File: src/rtl/muldiv_ctrl.sv
// Iterative signed 32-bit multiply / restoring-divide sequencer with a ready pulse.
// Optional macro MULDIV_DIV0_FAST_EN: divide-by-zero completes one cycle after start.
module muldiv_ctrl #(
   parameter int unsigned ITERS = 32,
   parameter int unsigned WIDTH = 32
) (
   input  logic             clk,
   input  logic             reset,
   input  logic             ctrl_mult,
   input  logic             ctrl_div,
   input  logic [WIDTH-1:0] operand_a,
   input  logic [WIDTH-1:0] operand_b,
   output logic [WIDTH-1:0] result,
   output logic             exception,
   output logic             result_rdy,
   output logic             busy
);

   typedef enum logic [1:0] {IDLE, MULT, DIV, DONE} state_t;

   state_t             state_q;
   logic [2*WIDTH-1:0] work_q;
   logic [WIDTH-1:0]   op_q;
   logic [4:0]         cnt_q;
   logic               neg_q, dz_q, ovf_q;
   logic [WIDTH-1:0]   result_q;
   logic               exc_q, rdy_q, busy_q;

   logic [WIDTH-1:0]   mag_a, mag_b;
   logic [WIDTH:0]     mul_sum, div_diff;
   logic [2*WIDTH-1:0] mul_d, div_shift, div_d, product;
   logic [WIDTH-1:0]   quot;
   logic               mul_ovf, last;

   always_comb begin
      mag_a = operand_a[WIDTH-1] ? -operand_a : operand_a;
      mag_b = operand_b[WIDTH-1] ? -operand_b : operand_b;
      last  = (cnt_q == 5'(ITERS - 1));
      // Shift-add: low half holds the multiplier, high half accumulates; carry shifts in.
      mul_sum = {1'b0, work_q[2*WIDTH-1:WIDTH]} + {1'b0, op_q};
      if (work_q[0])
         mul_d = {mul_sum, work_q[WIDTH-1:1]};
      else
         mul_d = {1'b0, work_q[2*WIDTH-1:1]};
      div_shift = {work_q[2*WIDTH-2:0], 1'b0};
      div_diff  = {1'b0, div_shift[2*WIDTH-1:WIDTH]} - {1'b0, op_q};
      if (div_diff[WIDTH])
         div_d = div_shift;
      else
         div_d = {div_diff[WIDTH-1:0], div_shift[WIDTH-1:1], 1'b1};
      product = neg_q ? -mul_d : mul_d;
      quot    = neg_q ? -div_d[WIDTH-1:0] : div_d[WIDTH-1:0];
      mul_ovf = !((&product[2*WIDTH-1:WIDTH-1]) || !(|product[2*WIDTH-1:WIDTH-1]));
   end

   always_ff @(posedge clk) begin
      if (reset) begin
         state_q  <= IDLE;
         work_q   <= '0;
         op_q     <= '0;
         cnt_q    <= '0;
         neg_q    <= 1'b0;
         dz_q     <= 1'b0;
         ovf_q    <= 1'b0;
         result_q <= '0;
         exc_q    <= 1'b0;
         rdy_q    <= 1'b0;
         busy_q   <= 1'b0;
      end else begin
         case (state_q)
            IDLE, DONE: begin
               rdy_q <= 1'b0;
               cnt_q <= '0;
               neg_q <= operand_a[WIDTH-1] ^ operand_b[WIDTH-1];
               if (ctrl_mult) begin
                  state_q <= MULT;
                  busy_q  <= 1'b1;
                  work_q  <= {{WIDTH{1'b0}}, mag_b};
                  op_q    <= mag_a;
               end else if (ctrl_div) begin
                  work_q <= {{WIDTH{1'b0}}, mag_a};
                  op_q   <= mag_b;
                  dz_q   <= (operand_b == '0);
                  ovf_q  <= (operand_a == {1'b1, {(WIDTH-1){1'b0}}}) && (operand_b == '1);
`ifdef MULDIV_DIV0_FAST_EN
                  if (operand_b == '0) begin
                     state_q  <= DONE;
                     result_q <= '0;
                     exc_q    <= 1'b1;
                     rdy_q    <= 1'b1;
                  end else begin
                     state_q <= DIV;
                     busy_q  <= 1'b1;
                  end
`else
                  state_q <= DIV;
                  busy_q  <= 1'b1;
`endif
               end else begin
                  state_q <= IDLE;
               end
            end
            MULT: begin
               cnt_q  <= cnt_q + 5'd1;
               work_q <= mul_d;
               if (last) begin
                  state_q  <= DONE;
                  busy_q   <= 1'b0;
                  rdy_q    <= 1'b1;
                  result_q <= product[WIDTH-1:0];
                  exc_q    <= mul_ovf;
               end
            end
            DIV: begin
               cnt_q  <= cnt_q + 5'd1;
               work_q <= div_d;
               if (last) begin
                  state_q <= DONE;
                  busy_q  <= 1'b0;
                  rdy_q   <= 1'b1;
                  if (dz_q) begin
                     result_q <= '0;
                     exc_q    <= 1'b1;
                  end else begin
                     result_q <= quot;
                     exc_q    <= ovf_q;
                  end
               end
            end
            default: state_q <= IDLE;
         endcase
      end
   end

   assign result     = result_q;
   assign exception  = exc_q;
   assign result_rdy = rdy_q;
   assign busy       = busy_q;

endmodule

File: config.mk
export PLATFORM = sky130hd
export DESIGN_NAME = muldiv_ctrl
export DESIGN_NICKNAME = d
export VERILOG_FILES = /design/src/rtl/muldiv_ctrl.sv
export SDC_FILE = /design/constraint.sdc
export NUM_CORES = 1
export LEC_CHECK = 0
export BUFFER_PORTS_ARGS = -buffer_cell sky130_fd_sc_hd__buf_2
export CAP_MARGIN = 20
export CORE_UTILIZATION = 23
export DETAILED_ROUTE_END_ITERATION = 12
export GPL_TIMING_DRIVEN = 0
export PLACE_DENSITY = 0.41
export SLEW_MARGIN = 20
export SYNTH_ARGS = -nofsm -noshare
export SYNTH_HDL_FRONTEND = slang
export SYNTH_SLANG_ARGS = --single-unit
File: constraint.sdc
create_clock -name clk -period 6.1 [get_ports clk]
set_clock_uncertainty 0.05 [all_clocks]
set_input_delay 0.305 -clock clk [delete_from_list [all_inputs] [get_ports clk]]
set_output_delay 0.305 -clock clk [all_outputs]
set_load 0.01 [all_outputs]
==> impl_results.md <==
- # IOs: 103
- Syn nets: 2213
- Row cnt: 92
- Filler cell count: 7029
- Die X: 256 µm
- DP Cell Count: 3014
- Largest net degree at the start of global routing: 17
- PD cells: 227 mW/mm²
- Routing usage on met1: 27.7%
- First-pass GRT wire length: 101000 µm
- RSZ-0062 raised after global routing: false
- Die height: 256 µm
- Initial Util: 23.4%
- Worst Max-Slew Pin Slew: 1.00 ns
- CP Cell Sequence: inv_1, ha_1, inv_1, fa_1, a21o_1, a21oi_1, o21bai_1, a21o_1, a2111oi_2, o31a_1, o31a_1, o211ai_1, a21oi_4, clkbuf_4, ha_1, inv_1, or3_1, o21ai_0, xor2_1, o221ai_1, o21ai_0, nor2_1
- Leak pwr: 6.26 nW
- Max Slew Vio Count: 0
- Worst setup EP type: flop
- Mapped Area: 0.0148 mm²
- EDFF count, synth: 0
- Critical path peak fanout: 10
- Syn avg cell area: 7.17 µm²
- DIE AREA: 0.0655 mm²
- # Max-Cap Violations: 0
- Post-Syn Instances: 2070
- Ys flop type: dfxtp_1
- Met3 GRT Util: 3.07%
- Grt total ovfl: 0
- Req. time, crit path: 6.37 ns
- Final std cells w/o fill: 3048
- Multi-input logic area: 0.0111 mm²
- Share of cells above drive strength 1: 10.2%
- F_max: 171 MHz
- Gpl congestion: 0.917
- Tot GR Track Use: 20.3%
- Hold crit path type: in -> reg
- Final WL: 67800 µm
- Hpwl dp: 54800 µm
- Clock Root Buffer: clkbuf_16
- Worst vdd ir: 0.000142 V
- Sequential cell area: 0.00282 mm²
- CP arrival: 6.10 ns
- Setup violations, final: 0
- CP Launch Type: flop
- Final worst-path cycle share: 95.6%
- Sequential area share after synthesis: 19.0%
- Worst stage delay on the critical path: 0.50 ns
- Met2 Track Usage GR: 31.9%
- Antenna violations before repair: 2
- Biggest area consumer among synthesized cells: dfxtp_1
- DRT iter0 DRCs: 1556
- Most numerous cell in the Yosys netlist: nand2_1
- Core footprint: 0.0634 mm²
- Layout net count: 2331
- # hold bufs at CTS: 0
- Total CTS buffers: 17
- CP max-delay cell: a2111oi_2
- Post-synth cell types: 93
- Area delta synth->final: 15.1%
- PortBufs: 98
- #FFs+latches synth: 141
- GRT busiest layer: met2
- Clock Sinks: 141
- Clock transition at path regs: 0.06 ns
- H-tree depth: 4
- Via count: 16600
- Skew-Pair Late Insertion Delay: 0.46 ns
- Post-synth top area share: 19.0%
- Post-route ant nets: 0
- # DRC: 0
- FFs w/ async S/R, synth: 0%
- DR WL/cell: 22.2 µm
- Synth warnings: 0
- Commonest cells post-synth: 210 x nand2_1, 190 x nor2_1, 149 x o21ai_0
- Synth area leaders: dfxtp_1 19%, ha_1 6.2%, xor2_1 6.0%, nand2_1 5.3%, o21ai_0 5.0%
- Vias in the first global route: 15500
- DRT Pass-1 Iters: 5
- CTS tree: done
- WS Path Type: reg -> reg
- Maximum clock path buffer count: 2
- Vias per inst: 5.46
- Minimum clock period: 5.83 ns
- Core Util, Final: 26.9%
- Status: finished clean
- Hold Violations, Final: 0
- Slew margin rel.: 32.6%
- Most frequent CP cell: inv_1
==> cells by family after synthesis <==
kind of cell / Yosys count / synth area share [%]
adder cells (fa/ha/maj): 75 / 6.43
AO/OA/AOI/OAI: 688 / 31.6
XOR/XNOR: 176 / 10.4
multiplexers: 33 / 2.29
buffers and inverters: 237 / 6.31
flip-flops: 141 / 19.0
AND/OR/NAND/NOR: 720 / 24.0
==> cell type report <==
cell class                 instances  share of cell area [%]
inverter                          72                    1.58
multi-input combinational       1692                    65.1
timing repair buffer             100                    2.96
tap                              846                    6.20
buffer                           164                    3.90
clock buffer                      21                    2.81
antenna                            1                  0.0147
clock inverter                    11                   0.901
sequential                       141                    16.5
==> layout by cell type, fill, tap and decap left out, types with 17 or more instances in the layout <==
cell type	n
a21o_1	27
xor2_1	101
o31ai_1	47
a221oi_1	31
or3_1	25
clkbuf_1	116
xnor2_1	75
nand4_1	27
nand3_1	38
o21a_1	18
o21ai_0	149
nand2_1	210
o221ai_1	38
nand2b_1	22
nor2b_1	19
nor2_1	190
o211ai_1	30
mux2i_1	25
clkbuf_16	17
ha_1	73
buf_2	117
dfxtp_1	141
a211oi_1	21
inv_1	71
a21oi_1	146
nor3_1	56
a22oi_1	38
buf_1	24
nor4_1	28
==> critical path, delay by kind of cell (launching register included) <==
kind / cells / cell delay (ns)
compound gates: 12 / 2.95
xor+xnor: 1 / 0.18
fa+ha+maj: 3 / 0.92
buf+inv: 4 / 0.70
flops: 1 / 0.43
simple gates: 2 / 0.46
==> power by group <==
part | switching (mW) | internal, mW | total, mW
combinational | 1.12 | 0.543 | 1.67
clock | 0.460 | 0.691 | 1.15
sequential | 0.0717 | 0.983 | 1.05
==> flip-flops by register name, summed over array words and instances (netlist names) <==
register    count
work_q         64
op_q           32
result         32
cnt_q           5
state_q         2
busy            1
dz_q            1
exception       1
neg_q           1
ovf_q           1
result_rdy      1
==> stage by stage <==
step	TNS, ns	total power [mW]	area, µm²	hold slack, ns	worst slack, ns
4_1_cts	0	3.87	17000	0.319	0.0874
3_3_place_gp	-8.15	2.70	16400	0.392	-0.896
6_report	0	3.87	17100	0.323	0.266
2_1_floorplan	0	2.15	14800	0.378	1.27
5_1_grt	0	4.08	17100	0.371	0.0650
3_5_place_dp	-8.02	2.70	16400	0.394	-0.899
==> metal layers <==
metal	vias to the layer above	routed length, µm
met1	8052	31400
met3	97	3990
met2	572	30000
met4	2	2330
met5	-	12
li1	7906	-
==> final timing paths <==
path	startpoint	end	slack, ns	cells after the start
max	work_q[31]	result[26]	0.27	22
max reg2reg	work_q[31]	result[26]	0.27	22
min	operand_b[29]	op_q[29]	0.32	4
min reg2reg	cnt_q[0]	cnt_q[0]	0.40	1
==> repair_timing <==
action	4_1_cts	5_1_grt
pin swaps	0	2
buffers inserted	0	2
resized for setup	5	5
hold endpoints to repair	0	0
setup endpoints to repair	16	3
Note: power is estimated with default switching activity, not from simulation.
